===== src/rtl/fft_seq_pkg.sv =====
// fft_seq_pkg: shared types and widths for the FFT stage sequencer
package fft_seq_pkg;
  localparam int STRIDE_W = 10;
  localparam int STAGE_W = 4;
  localparam int LANES = 4;
  typedef enum logic [2:0] {IDLE, ISSUE, DRAIN, NEXT, FINISH} state_e;
  // log2 of points per group (2 points per butterfly lane)
  function automatic int grp_log2(input int lanes);
    return $clog2(2 * lanes);
  endfunction
  // group index width for a transform of 2^log2n points
  function automatic int addr_w(input int log2n, input int lanes);
    return log2n - grp_log2(lanes);
  endfunction
endpackage


===== src/rtl/fft_seq_delay_line.sv =====
// fft_seq_delay_line: fixed-depth valid/address pipeline matching the butterfly latency
// Ports: clk, resetn (async active-low); i_VLD/i_ADDR in; o_VLD/o_ADDR after p_DEPTH cycles;
// o_ANY_NEXT is high when any entry will be valid after the coming edge.
module fft_seq_delay_line #(
  parameter int p_DEPTH = 4,
  parameter int p_AW = 7
) (
  input  logic            clk,
  input  logic            resetn,
  input  logic            i_VLD,
  input  logic [p_AW-1:0] i_ADDR,
  output logic            o_VLD,
  output logic [p_AW-1:0] o_ADDR,
  output logic            o_ANY_NEXT
);
  logic [p_DEPTH-1:0] vld_q, vld_d;
  logic [p_DEPTH-1:0][p_AW-1:0] addr_q, addr_d;
  assign vld_d = (vld_q << 1) | p_DEPTH'(i_VLD);
  assign addr_d = (addr_q << p_AW) | (p_DEPTH * p_AW)'(i_ADDR);
  always_ff @(posedge clk or negedge resetn)
    if (!resetn) begin
      vld_q <= '0;
      addr_q <= '0;
    end else begin
      vld_q <= vld_d;
      addr_q <= addr_d;
    end
  assign o_VLD = vld_q[p_DEPTH-1];
  assign o_ADDR = addr_q[p_DEPTH-1];
  assign o_ANY_NEXT = |vld_d;
endmodule


===== src/rtl/fft_stage_sequencer.sv =====
// fft_stage_sequencer: sequences group reads/writes across the stages of an in-place FFT
// Ports: clk, resetn (async active-low); i_START pulse with i_NUM_STAGES; i_STALL holds issue;
// o_STRIDE/o_STAGE current stage; o_RD_EN/o_RD_ADDR group reads; o_WR_EN/o_WR_ADDR delayed writes;
// o_BUSY level, o_DONE pulse; o_CYCLE_COUNT busy-cycle counter, present only with FFT_SEQ_PERF_CNT_EN.
module fft_stage_sequencer
  import fft_seq_pkg::*;
#(
  parameter int p_LOG2N = 10,
  parameter int p_BF_LATENCY = 3,
  parameter int p_LANES = LANES
) (
  input  logic                                  clk,
  input  logic                                  resetn,
  input  logic                                  i_START,
  input  logic [STAGE_W-1:0]                    i_NUM_STAGES,
  input  logic                                  i_STALL,
  output logic [STRIDE_W-1:0]                   o_STRIDE,
  output logic [STAGE_W-1:0]                    o_STAGE,
  output logic                                  o_RD_EN,
  output logic [addr_w(p_LOG2N, p_LANES)-1:0]   o_RD_ADDR,
  output logic                                  o_WR_EN,
  output logic [addr_w(p_LOG2N, p_LANES)-1:0]   o_WR_ADDR,
  output logic                                  o_BUSY,
  output logic                                  o_DONE,
  output logic [31:0]                           o_CYCLE_COUNT
);
  localparam int AW = addr_w(p_LOG2N, p_LANES);
  localparam logic [STAGE_W-1:0] MAXS = STAGE_W'(p_LOG2N);
  localparam logic [STAGE_W-1:0] LGS = STAGE_W'(grp_log2(p_LANES));
  state_e state_q, state_d;
  logic [STAGE_W-1:0] s_q, s_d, stage_q, stage_d, s_cl, s_new;
  logic [STRIDE_W-1:0] stride_q, stride_d;
  logic [AW-1:0] addr_q, addr_d, g_last;
  logic rd_en, any_d;
  // fewer stages than one group spans means nothing to do
  assign s_cl = i_NUM_STAGES > MAXS ? MAXS : i_NUM_STAGES;
  assign s_new = s_cl < LGS ? '0 : s_cl;
  assign g_last = AW'((32'd1 << (s_q - LGS)) - 32'd1);
  assign rd_en = state_q == ISSUE && !i_STALL;
  always_comb begin
    state_d = state_q;
    s_d = s_q;
    stage_d = stage_q;
    stride_d = stride_q;
    addr_d = addr_q;
    case (state_q)
      IDLE: if (i_START) begin
        s_d = s_new;
        stage_d = '0;
        addr_d = '0;
        stride_d = s_new == '0 ? '0 : STRIDE_W'(32'd1 << (s_new - 4'd1));
        state_d = s_new == '0 ? FINISH : ISSUE;
      end
      ISSUE: if (rd_en) begin
        addr_d = addr_q == g_last ? '0 : addr_q + 1'b1;
        state_d = addr_q == g_last ? DRAIN : ISSUE;
      end
      // no new reads here, so an empty pipeline after this edge means the last write is now
      DRAIN: state_d = any_d ? DRAIN : NEXT;
      NEXT: if (stage_q == s_q - 4'd1) state_d = FINISH;
      else begin
        state_d = ISSUE;
        stage_d = stage_q + 1'b1;
        stride_d = stride_q >> 1;
      end
      FINISH: begin
        state_d = IDLE;
        s_d = '0;
        stage_d = '0;
        stride_d = '0;
      end
      default: state_d = IDLE;
    endcase
  end
  always_ff @(posedge clk or negedge resetn)
    if (!resetn) begin
      state_q <= IDLE;
      s_q <= '0;
      stage_q <= '0;
      stride_q <= '0;
      addr_q <= '0;
    end else begin
      state_q <= state_d;
      s_q <= s_d;
      stage_q <= stage_d;
      stride_q <= stride_d;
      addr_q <= addr_d;
    end
  fft_seq_delay_line #(.p_DEPTH(p_BF_LATENCY + 1), .p_AW(AW)) u_dly (
    .clk(clk),
    .resetn(resetn),
    .i_VLD(rd_en),
    .i_ADDR(addr_q),
    .o_VLD(o_WR_EN),
    .o_ADDR(o_WR_ADDR),
    .o_ANY_NEXT(any_d)
  );
  assign o_RD_EN = rd_en;
  assign o_RD_ADDR = addr_q;
  assign o_STRIDE = stride_q;
  assign o_STAGE = stage_q;
  assign o_BUSY = state_q != IDLE;
  assign o_DONE = state_q == FINISH;
`ifdef FFT_SEQ_PERF_CNT_EN
  logic [31:0] cnt_q, cnt_d;
  assign cnt_d = (state_q == IDLE && i_START) ? '0 :
                 (o_BUSY && cnt_q != 32'hFFFF_FFFF) ? cnt_q + 1'b1 : cnt_q;
  always_ff @(posedge clk or negedge resetn)
    if (!resetn) cnt_q <= '0;
    else cnt_q <= cnt_d;
  assign o_CYCLE_COUNT = cnt_q;
`else
  assign o_CYCLE_COUNT = '0;
`endif
endmodule

===== config.mk =====
export PLATFORM = sky130hd
export DESIGN_NAME = fft_stage_sequencer
export DESIGN_NICKNAME = d
export VERILOG_FILES = /design/src/rtl/fft_seq_pkg.sv /design/src/rtl/fft_seq_delay_line.sv /design/src/rtl/fft_stage_sequencer.sv
export SDC_FILE = /design/constraint.sdc
export NUM_CORES = 1
export LEC_CHECK = 0
export BUFFER_PORTS_ARGS = -buffer_cell sky130_fd_sc_hd__buf_4
export CORE_AREA = 3 3 79 81
export CTS_CLUSTER_DIAMETER = 80
export DETAILED_ROUTE_END_ITERATION = 10
export DIE_AREA = 0 0 82 84
export PLACE_DENSITY = 0.92
export SLEW_MARGIN = 20
export SYNTH_ARGS = -nofsm -noshare
export SYNTH_HDL_FRONTEND = slang
export SYNTH_HIERARCHICAL = 1
export SYNTH_SLANG_ARGS = --single-unit

===== constraint.sdc =====
create_clock -name clk -period 6.25 [get_ports clk]
set_clock_uncertainty 0.1 [all_clocks]
set_input_delay 0.625 -clock clk [delete_from_list [all_inputs] [get_ports clk]]
set_output_delay 0.625 -clock clk [all_outputs]
set_load 0.005 [all_outputs]

==> results of run 1 <==
==> logic make-up after synthesis <==
group	Yosys count	synth area share, %
AO/OA/AOI/OAI	68	15.8
XOR/XNOR	16	4.62
adder cells (fa/ha/maj)	9	3.52
buffers and inverters	55	10.8
flip-flops	60	47.0
multiplexers	5	1.60
other	1	0.117
AND/OR/NAND/NOR	99	16.6
==> cell usage after synthesis, types with 6 or more instances <==
cell type   n  share of area, %
buf_4      32               7.5
inv_1      10               1.2
a21oi_1    15               2.3
o21ai_0    18               2.8
dfrtp_1    60                47
xnor2_1    12               3.3
nand3_1     6              0.94
nor3_1      7               1.1
clkbuf_1    9               1.1
ha_1        9               3.5
or2_2       6               1.2
nor2_1     17               2.0
nand2_1    31               3.6
==> state kept, by name (all words and copies together) (netlist names) <==
name	flops
u_dly/addr_q	21
o_STRIDE	10
o_RD_ADDR	7
u_dly/o_ADDR	7
o_STAGE	4
s_q	4
u_dly/vld_q	4
state_q	3
==> path summary, 6_finish.rpt <==
| check | start | to | cells past startpoint |
|---|---|---|---|
| min reg2reg | u_dly/addr_q[8] | u_dly/addr_q[15] | 0 |
| max in group asynchronous | resetn | o_STAGE[3] | 1 |
| min in group clk | u_dly/addr_q[8] | u_dly/addr_q[15] | 0 |
| min | resetn | u_dly/addr_q[4] | 1 |
| max reg2reg | s_q[0] | o_RD_ADDR[6] | 14 |
| max | s_q[0] | o_RD_ADDR[6] | 14 |
==> metrics by stage <==
step / hold WS [ns] / util, %
floorplan: 0.229 / -
global placement: 0.233 / 61.2
detailed placement: 0.235 / 61.2
CTS: 0.242 / 64.8
global route: 0.250 / 64.8
finish: 0.242 / 64.8
==> area by class of cell <==
cell class	count	share of cell area [%]
Sequential cell	60	41.8
Clock buffer	9	3.45
Timing Repair Buffer	39	8.15
Inverter	10	1.04
Multi-Input combinational cell	229	41.0
Tap cell	72	2.51
Clock inverter	7	2.09
==> report_power, final <==
group	switching [uW]	leakage [uW]	internal, uW
registers	128	0.000790	508
logic	355	0.000819	323
clock network	165	0.000104	186
total	648	0.00171	1020
==> layer usage <==
| layer | routed length, microns | track usage [%] | vias up |
|---|---|---|---|
| met1 | 2570 | 23.8 | 1143 |
| li1 | - | - | 1101 |
| met2 | 3200 | 32.2 | 91 |
| met3 | 438 | 5.40 | 15 |
| met4 | 113 | 7.10 | 0 |
| met5 | 0 | 0 | - |
==> critical path, cell delays in order, from the launching register on <==
cell and delay [ns]:
dfrtp_1 0.53, ha_1 0.33, or2b_2 0.33, a21oi_2 0.18, or2_2 0.16, nand2_1 0.06
ha_1 0.27, nor4b_1 0.17, a21oi_1 0.18, o311a_1 0.23, a21oi_1 0.08, o2111a_1 0.27
o311ai_4 0.42, nand2_2 0.15, o311ai_2 0.27
==> flow_summary_export.csv, run 1 <==
group,metric,value,unit
critical_path,cp.arrival,3.98,ns
clock_network,clk_pin_slew,0.07,ns
timing,tightest_slew,0.776,ns
yosys,avgSynthCellArea,10.2,sq um
outcome,status,"completed",
clock_network,root_buffer,"clkbuf_8",
floorplanning,coreArea,0.00554,sq mm
timing,setup_tns,0,ns
clock_network,post_cts_buffers,0,
finish,finalNonFillerCells,426,
route,ant_nets,0,
critical_path,critical_path_class,"reg2reg",
route,first_pass_iters,4,
timing,min_period,3.83,ns
hold_path,hp-class,"in2async",
flow_run,max_cap_viol_count,0,
yosys,synth_cells,313,
route,dr.first_iter.drc_count,114,
timing,finalCritPeriodShare,61.2,%
placement,port_buffers,39,
clock_network,cts_buffer_depth,2,
finish,ff_latch_area,0.00150,sq mm
timing,drv_slew,0,
grt,grt_use_total,19.5,%
yosys,synth.distinct_cells,65,
placement,place.gp.congestion,0.858,
clock_network,ctsResizeCount,0,
finish,final_area,0.00359,sq mm
timing,setup_viol,0,
route,post_drt_wl_per_cell,14.8,microns
finish,drive_above_1_share,22.0,%
pwr,total_power,1660,uW
pwr,peakVddDrop,229,uV
pwr,power_density,463,mW/mm^2
timing,maxSlewHeadroom,48.2,%
placement,placed_area,0.00339,sq mm
clock_network,clock_latency,0.35,ns
placement,pre_cts_slack,2.50,ns
clock_network,clkSinkCount,60,
grt,grt_pass1_vias,2207,
critical_path,critical_path_required,6.40,ns
floorplanning,die_w,82,microns
floorplanning,initial_core_util,57.7,%
clock_network,tritoncts,"done",
finish,layout_common_cells,"60 x dfrtp_1, 39 x buf_4, 32 x conb_1",
yosys,synth_ff_type,"dfrtp_1",
yosys,synth_area,0.00320,sq mm
floorplanning,ios,72,
timing,hold_violations,0,
clock_network,numCtsBuffers,9,
yosys,yosysSeqAreaShare,47.0,%
timing,max_freq,261,MHz
grt,grt_pass1_wl,10300,microns
critical_path,startpoint_type,"flop",
yosys,yosys_warnings,6,
critical_path,end_kind,"flop",
yosys,synth-edff-count,0,
route,drc,0,
finish,areaGrowthSynthToFinish,12.4,%
route,vias,2350,
clock_network,htree_levels,3,
yosys,ys_async_sr_fraction,100,%
clock_network,ctsHoldBuffers,0,
route,via_per_inst,5.52,
pwr,power.leakage,0.00171,uW
floorplanning,rows,27,
grt,grt_antenna_before_repair,0,
finish,fillers,441,
grt,grt_max_degree,61,
finish,multiInputGateArea,0.00147,sq mm
placement,dpl.hpwl,4410,microns
route,routed_wl,6320,microns
yosys,ys_ff_latch,60,
floorplanning,die-area,0.00689,sq mm
finish,diodes,0,
timing,rsz0062_at_grt,"no",
placement,placed_cells,410,
grt,overflow,0,
timing,worst_slack,2.42,ns
critical_path,cp_max_fo,10,
finish,nets,366,
floorplanning,die_h,84,microns
finish,final_common_cell,"dfrtp_1",
critical_path,reg2reg_slack,2.42,ns
Note: power is estimated with default switching activity, not from simulation.
==> run 2, diff against run 1 <==
Settings changed: ABC_AREA set to 1, CORE_AREA 3 3 79 81 to 3 3 84 86, DIE_AREA 0 0 82 84 to 0 0 87 89, PLACE_DENSITY 0.92 to 0.84.
Clock period 6.25 ns to 3.3 ns, I/O delays scaled along.
==> run 2 against run 1 <==
Global-route usage shrank 3.2 points. Clock power rose by 82%. Total power is 58% higher. Worst setup slack worse by 1.7 ns. Die area rose by 12%. First-iteration DRC count rose by 22%. Clock-buffer cell count rose by 1. Utilization is 10 points lower. Highest routed layer unchanged. Synthesized cell count rose by 9.6%. Combinational power increased by 44%. Final area decreased by 3.2%. Via count is 0.68% lower.
==> flow_summary_export.csv, run 2 <==
group,metric,value,unit
outcome,status,"completed",
timing,maxSlewHeadroom,52.1,%
finish,diodes,0,
yosys,ys_async_sr_fraction,100,%
yosys,synth_area_leaders,"dfrtp_1 50%, nand2_1 8.5%, buf_4 7.9%",
floorplanning,initial_core_util,47.8,%
clock_network,root_buffer,"clkbuf_8",
floorplanning,coreArea,0.00635,sq mm
yosys,synth.distinct_cells,27,
finish,layout_common_cells,"69 x nand2_1, 60 x dfrtp_1, 41 x inv_1",
critical_path,end_kind,"flop",
finish,fillers,561,
yosys,ys_ff_latch,60,
yosys,synth-edff-count,0,
yosys,avgSynthCellArea,8.84,sq um
yosys,yosys_warnings,6,
critical_path,ff2ff_path_depth,19,
floorplanning,ios,72,
placement,place.gp.congestion,0.896,
route,post_drt_wl_per_cell,12.6,microns
finish,finalNonFillerCells,472,
timing,setup_tns,0,ns
finish,final_common_cell,"nand2_1",
critical_path,reg2reg_slack,0.73,ns
clock_network,clk_pin_slew,0.07,ns
grt,grt_pass1_vias,2241,
yosys,synth_ff_type,"dfrtp_1",
finish,largest_reg_flops,21,
clock_network,numCtsBuffers,9,
critical_path,cp.arrival,2.70,ns
placement,placed_area,0.00328,sq mm
hold_path,hold_start,"i_STALL",
critical_path,critical_path_required,3.43,ns
critical_path,critical_path_class,"reg2reg",
timing,worst_slack,0.730,ns
route,drc,0,
route,first_pass_iters,4,
floorplanning,die_h,89,microns
floorplanning,rows,29,
finish,multiInputGateArea,0.00122,sq mm
placement,pre_cts_slack,0.791,ns
clock_network,clock_latency,0.34,ns
timing,drv_slew,0,
yosys,synth_area,0.00303,sq mm
timing,min_period,2.57,ns
route,routed_wl,5940,microns
yosys,yosysMostFrequentCell,"nand2_1",
critical_path,reg2reg_to,"state_q[0]",
finish,ff_latch_area,0.00150,sq mm
yosys,synth_cells,343,
grt,grt_max_degree,61,
placement,dpl.hpwl,4520,microns
critical_path,startpoint_type,"flop",
clock_network,tritoncts,"done",
finish,areaGrowthSynthToFinish,14.7,%
yosys,yosysSeqAreaShare,49.5,%
yosys,yosys-top-cells-count,"69 x nand2_1, 60 x dfrtp_1, 41 x inv_1, 32 x buf_4, 27 x nand3_1",
critical_path,r2r-start,"s_q[0]",
pwr,peakVddDrop,366,uV
grt,overflow,0,
hold_path,min_to,"u_dly/vld_q[0]",
flow_run,max_cap_viol_count,0,
timing,max_freq,389,MHz
hold_path,hp-class,"in2reg",
grt,grt_pass1_wl,9780,microns
route,dr.first_iter.drc_count,139,
finish,drive_above_1_share,19.7,%
yosys,synth_top_area_share,49.5,%
yosys,yosys.area.top_type,"dfrtp_1",
pwr,power.leakage,0.00186,uW
clock_network,ctsResizeCount,0,
route,ant_nets,0,
floorplanning,die_w,87,microns
pwr,power_density,755,mW/mm^2
grt,grt_use_total,16.3,%
timing,tightest_slew,0.719,ns
placement,placed_cells,455,
placement,port_buffers,39,
hold_path,hold_depth,2,
timing,finalCritPeriodShare,77.9,%
clock_network,cts_buffer_depth,2,
route,via_per_inst,4.94,
grt,grt_antenna_before_repair,0,
timing,setup_viol,0,
finish,nets,407,
critical_path,cp_max_fo,8,
finish,top_register,"u_dly/addr_q",
route,vias,2334,
pwr,total_power,2630,uW
timing,rsz0062_at_grt,"no",
floorplanning,die-area,0.00774,sq mm
finish,final_area,0.00348,sq mm
timing,hold_violations,0,
clock_network,clkSinkCount,60,
clock_network,htree_levels,3,
[run 2: cell count changes after synthesis, moves of 9 or more]
cell      before  now
nand2_1       31   69
nand3_1        6   27
inv_1         10   41
xnor2_1       12    3
clkbuf_1       9    0
o21ai_0       18    6
[run 2: stage by stage]
stage	hold slack (ns)	util (%)
floorplan	-0.0656	-
global placement	0.232	51.6
detailed placement	0.235	51.6
CTS	0.0986	54.8
global route	0.112	54.8
finish	0.106	54.8
[run 2: per-layer routing]
metal / vias to the layer above / GRT usage (%) / routed length, microns
li1: 1120 / - / -
met1: 1098 / 18.8 / 2350
met4: 0 / 9.07 / 172
met5: - / 0 / 0
met2: 98 / 28.6 / 3020
met3: 18 / 2.76 / 391
[run 2: worst max path at each step]
| stage | start | endpoint | slack, ns | cells after the start |
|---|---|---|---|---|
| floorplan | s_q[0] | state_q[0] | 1.00 | 16 |
| global placement | s_q[0] | state_q[0] | 0.92 | 16 |
| detailed placement | s_q[0] | state_q[0] | 0.79 | 18 |
| CTS | s_q[0] | state_q[0] | 0.77 | 19 |
| global route | s_q[0] | state_q[0] | 0.41 | 18 |
| finish | s_q[0] | state_q[0] | 0.73 | 19 |
[run 2: cells by family after synthesis]
group	after synthesis	synth area share [%]
AO/OA/AOI/OAI	38	6.97
XOR/XNOR	12	3.47
adder cells (fa/ha/maj)	9	3.71
buffers and inverters	79	14.1
flip-flops	60	49.5
other	1	0.124
AND/OR/NAND/NOR	144	22.2
[run 2: power breakdown]
part / internal, uW / leakage (uW) / switching (uW) / total (uW)
sequential: 888 / 0.000810 / 125 / 1010
combinational: 366 / 0.000953 / 612 / 978
clock: 348 / 0.0000927 / 289 / 637
total: 1600 / 0.00186 / 1030 / 2630
[run 2: critical path: stages, from the launching register on]
cell	delay, ns
dfrtp_1	0.46
ha_1	0.24
inv_1	0.08
nand2_2	0.09
nand2_4	0.09
nor2_4	0.11
nand2_2	0.10
ha_1	0.27
inv_1	0.09
nand3_1	0.09
nand3_1	0.09
nand2_1	0.06
nor2_1	0.08
nand2_1	0.06
nor2_2	0.12
nand2_2	0.09
nand2_4	0.11
nand2_2	0.05
nand2_1	0.05
nand2_1	0.04
[run 2: final cells by class]
cell class              instances  share of cell area, %
multi-input cells             235                   35.1
repair buffers                 40                   8.71
flip-flops and latches         60                   43.2
clock buffers                  10                   3.67
clock inverters                 6                   1.83
inverters                      44                   4.75
well taps                      77                   2.77
[run 2: repair_timing]
| item | 4_1_cts | 5_1_grt |
|---|---|---|
| buffers inserted | 0 | 0 |
| hold buffers | 1 | 0 |
| endpoints found under the hold margin | 60 | 0 |
==> run 3, diff against run 2 <==
Clock period 3.3 ns to 2.13 ns, I/O delays scaled along.
==> run 3 against run 2 <==
Die area unchanged. Sequential share of layout area down 3.1 points. Cell count increased by 5.5%. Via count up 5.2%. First-iteration DRC count increased by 17%. Clock power increased by 55%. The run now ends with negative setup slack left. Non-clock buffer count increased by 26. Routed wire length grew 6.6%. Register-to-register slack worse by 0.98 ns.
==> flow_summary_export.csv, run 3 (synthesis gave the netlist of run 2 again) <==
group,metric,value,unit
outcome,status,"finished, violations left",
outcome,violations,"negative setup slack",
critical_path,cp.arrival,2.50,ns
placement,dpl.hpwl,4480,microns
critical_path,endpoint,"o_RD_ADDR[2]",
critical_path,r2r-start,"s_q[1]",
grt,overflow,0,
critical_path,startpoint_type,"flop",
critical_path,reg2reg_slack,-0.25,ns
pwr,power.leakage,0.00199,uW
clock_network,numCtsBuffers,9,
grt,grt_pass1_vias,2286,
placement,pre_cts_slack,-0.200,ns
critical_path,cp_max_fo,8,
route,dr.first_iter.drc_count,163,
route,via_per_inst,4.93,
route,first_pass_iters,5,
finish,largest_reg_flops,21,
grt,grt_antenna_before_repair,0,
grt,grt_util_met2,29.0,%
floorplanning,die_h,89,microns
timing,hold_violations,0,
finish,areaGrowthSynthToFinish,23.7,%
timing,finalCritPeriodShare,112,%
finish,top_register,"u_dly/addr_q",
floorplanning,die_w,87,microns
hold_path,hp-class,"in2reg",
timing,max_freq,420,MHz
flow_run,max_cap_viol_count,0,
floorplanning,die-area,0.00774,sq mm
finish,layout_common_cells,"66 x nand2_1, 63 x buf_4, 60 x dfrtp_1",
timing,drv_slew,0,
clock_network,root_buffer,"clkbuf_8",
finish,nets,433,
grt,grt_use_met3,5.16,%
timing,rsz0062_at_grt,"yes",
clock_network,clk_pin_slew,0.07,ns
timing,worst_slack,-0.250,ns
finish,final_common_cell,"nand2_1",
clock_network,cts_buffer_depth,2,
clock_network,clock_latency,0.33,ns
finish,drive_above_1_share,28.3,%
placement,place.gp.congestion,0.916,
pwr,peakVddDrop,549,uV
route,routed_wl,6330,microns
finish,final_area,0.00375,sq mm
critical_path,end_kind,"flop",
grt,grt_pass1_wl,10100,microns
floorplanning,initial_core_util,47.8,%
grt,grt_use_total,16.8,%
critical_path,critical_path_class,"reg2reg",
route,drc,0,
grt,grt_most_used_layer,"met2",
critical_path,critical_path_required,2.25,ns
floorplanning,ios,72,
critical_path,cp-startpoint,"s_q[1]",
critical_path,ff2ff_path_depth,15,
finish,diodes,0,
floorplanning,rows,29,
timing,tightest_slew,0.729,ns
critical_path,reg2reg_to,"o_RD_ADDR[2]",
timing,setup_viol,9,
timing,min_period,2.38,ns
placement,placed_area,0.00345,sq mm
route,post_drt_wl_per_cell,12.7,microns
grt,grt_max_degree,61,
timing,maxSlewHeadroom,51.4,%
floorplanning,coreArea,0.00635,sq mm
placement,port_buffers,39,
pwr,power_density,1190,mW/mm^2
grt,use_met1,19.0,%
clock_network,htree_levels,3,
clock_network,tritoncts,"done",
clock_network,clkSinkCount,60,
route,vias,2456,
route,ant_nets,0,
## run 3: changes by cell type in the layout (fill, tap and decap cells not counted), sizes merged
| cell | before | now |
|---|---|---|
| buf | 39 | 65 |
## run 3: metrics by stage
stage | total power [uW] | hold slack [ns] | utilization, % | cells | TNS [ns]
floorplan | 2710 | -0.183 | - | 374 | -0.605
global placement | 3250 | 0.213 | 54.4 | 474 | -0.473
detailed placement | 3320 | 0.226 | 54.4 | 474 | -1.22
CTS | 4360 | 0.0337 | 57.8 | 493 | -1.10
global route | 4790 | 0.0437 | 59.1 | 498 | -3.65
finish | 4470 | 0.0540 | 59.1 | 498 | -1.85
## run 3: area by class of cell
type,count,area [sq um]
Sequential cell,60,1500
Multi-Input combinational cell,235,1280
Fill cell,512,2600
Clock buffer,10,128
Tap cell,77,96.3
Timing Repair Buffer,66,514
Inverter,44,170
Clock inverter,6,63.8
## run 3: critical path, stage by stage, from the launching register on
cell and delay, ns:
dfrtp_1 0.43, ha_2 0.22, nand2_1 0.11, nand2_4 0.08, nor2_4 0.14, nand2_4 0.07, ha_4 0.26, xor2_1 0.12
nand3_1 0.08, nor2_1 0.11, nand2_1 0.07, nor2_2 0.14, nand2_2 0.07, nand2_4 0.11, buf_4 0.13, a21oi_2 0.04
## run 3: where the power goes
group	leakage, uW	switching [uW]	internal [uW]
Clock	0.0000927	445	540
Sequential	0.000810	179	1380
Combinational	0.00109	1090	842
## run 3: how the worst min path moves through the flow
stage	endpoint	cells past startpoint	slack, ns	from
floorplan	o_RD_ADDR[0]	0	-0.18	resetn
global placement	u_dly/o_ADDR[3]	1	0.21	resetn
detailed placement	u_dly/o_ADDR[5]	1	0.23	resetn
CTS	state_q[0]	3	0.03	i_STALL
global route	state_q[0]	3	0.04	i_STALL
finish	state_q[0]	3	0.05	i_STALL
## run 3: repair_timing
item	4_1_cts	5_1_grt
gates resized for setup	1	14
hold buffers	1	0
setup buffers	2	5
cloned	0	0
setup endpoints to repair	9	14
pin swaps	5	11
hold endpoints to repair	60	0
## run 3: routing by layer
metal | part of all wire [%] | vias to the layer above | wire, microns
met5 | 0 | - | 0
met4 | 1.4 | 0 | 89
met3 | 6.9 | 13 | 439
met2 | 51 | 99 | 3250
met1 | 40 | 1164 | 2550
li1 | - | 1180 | -
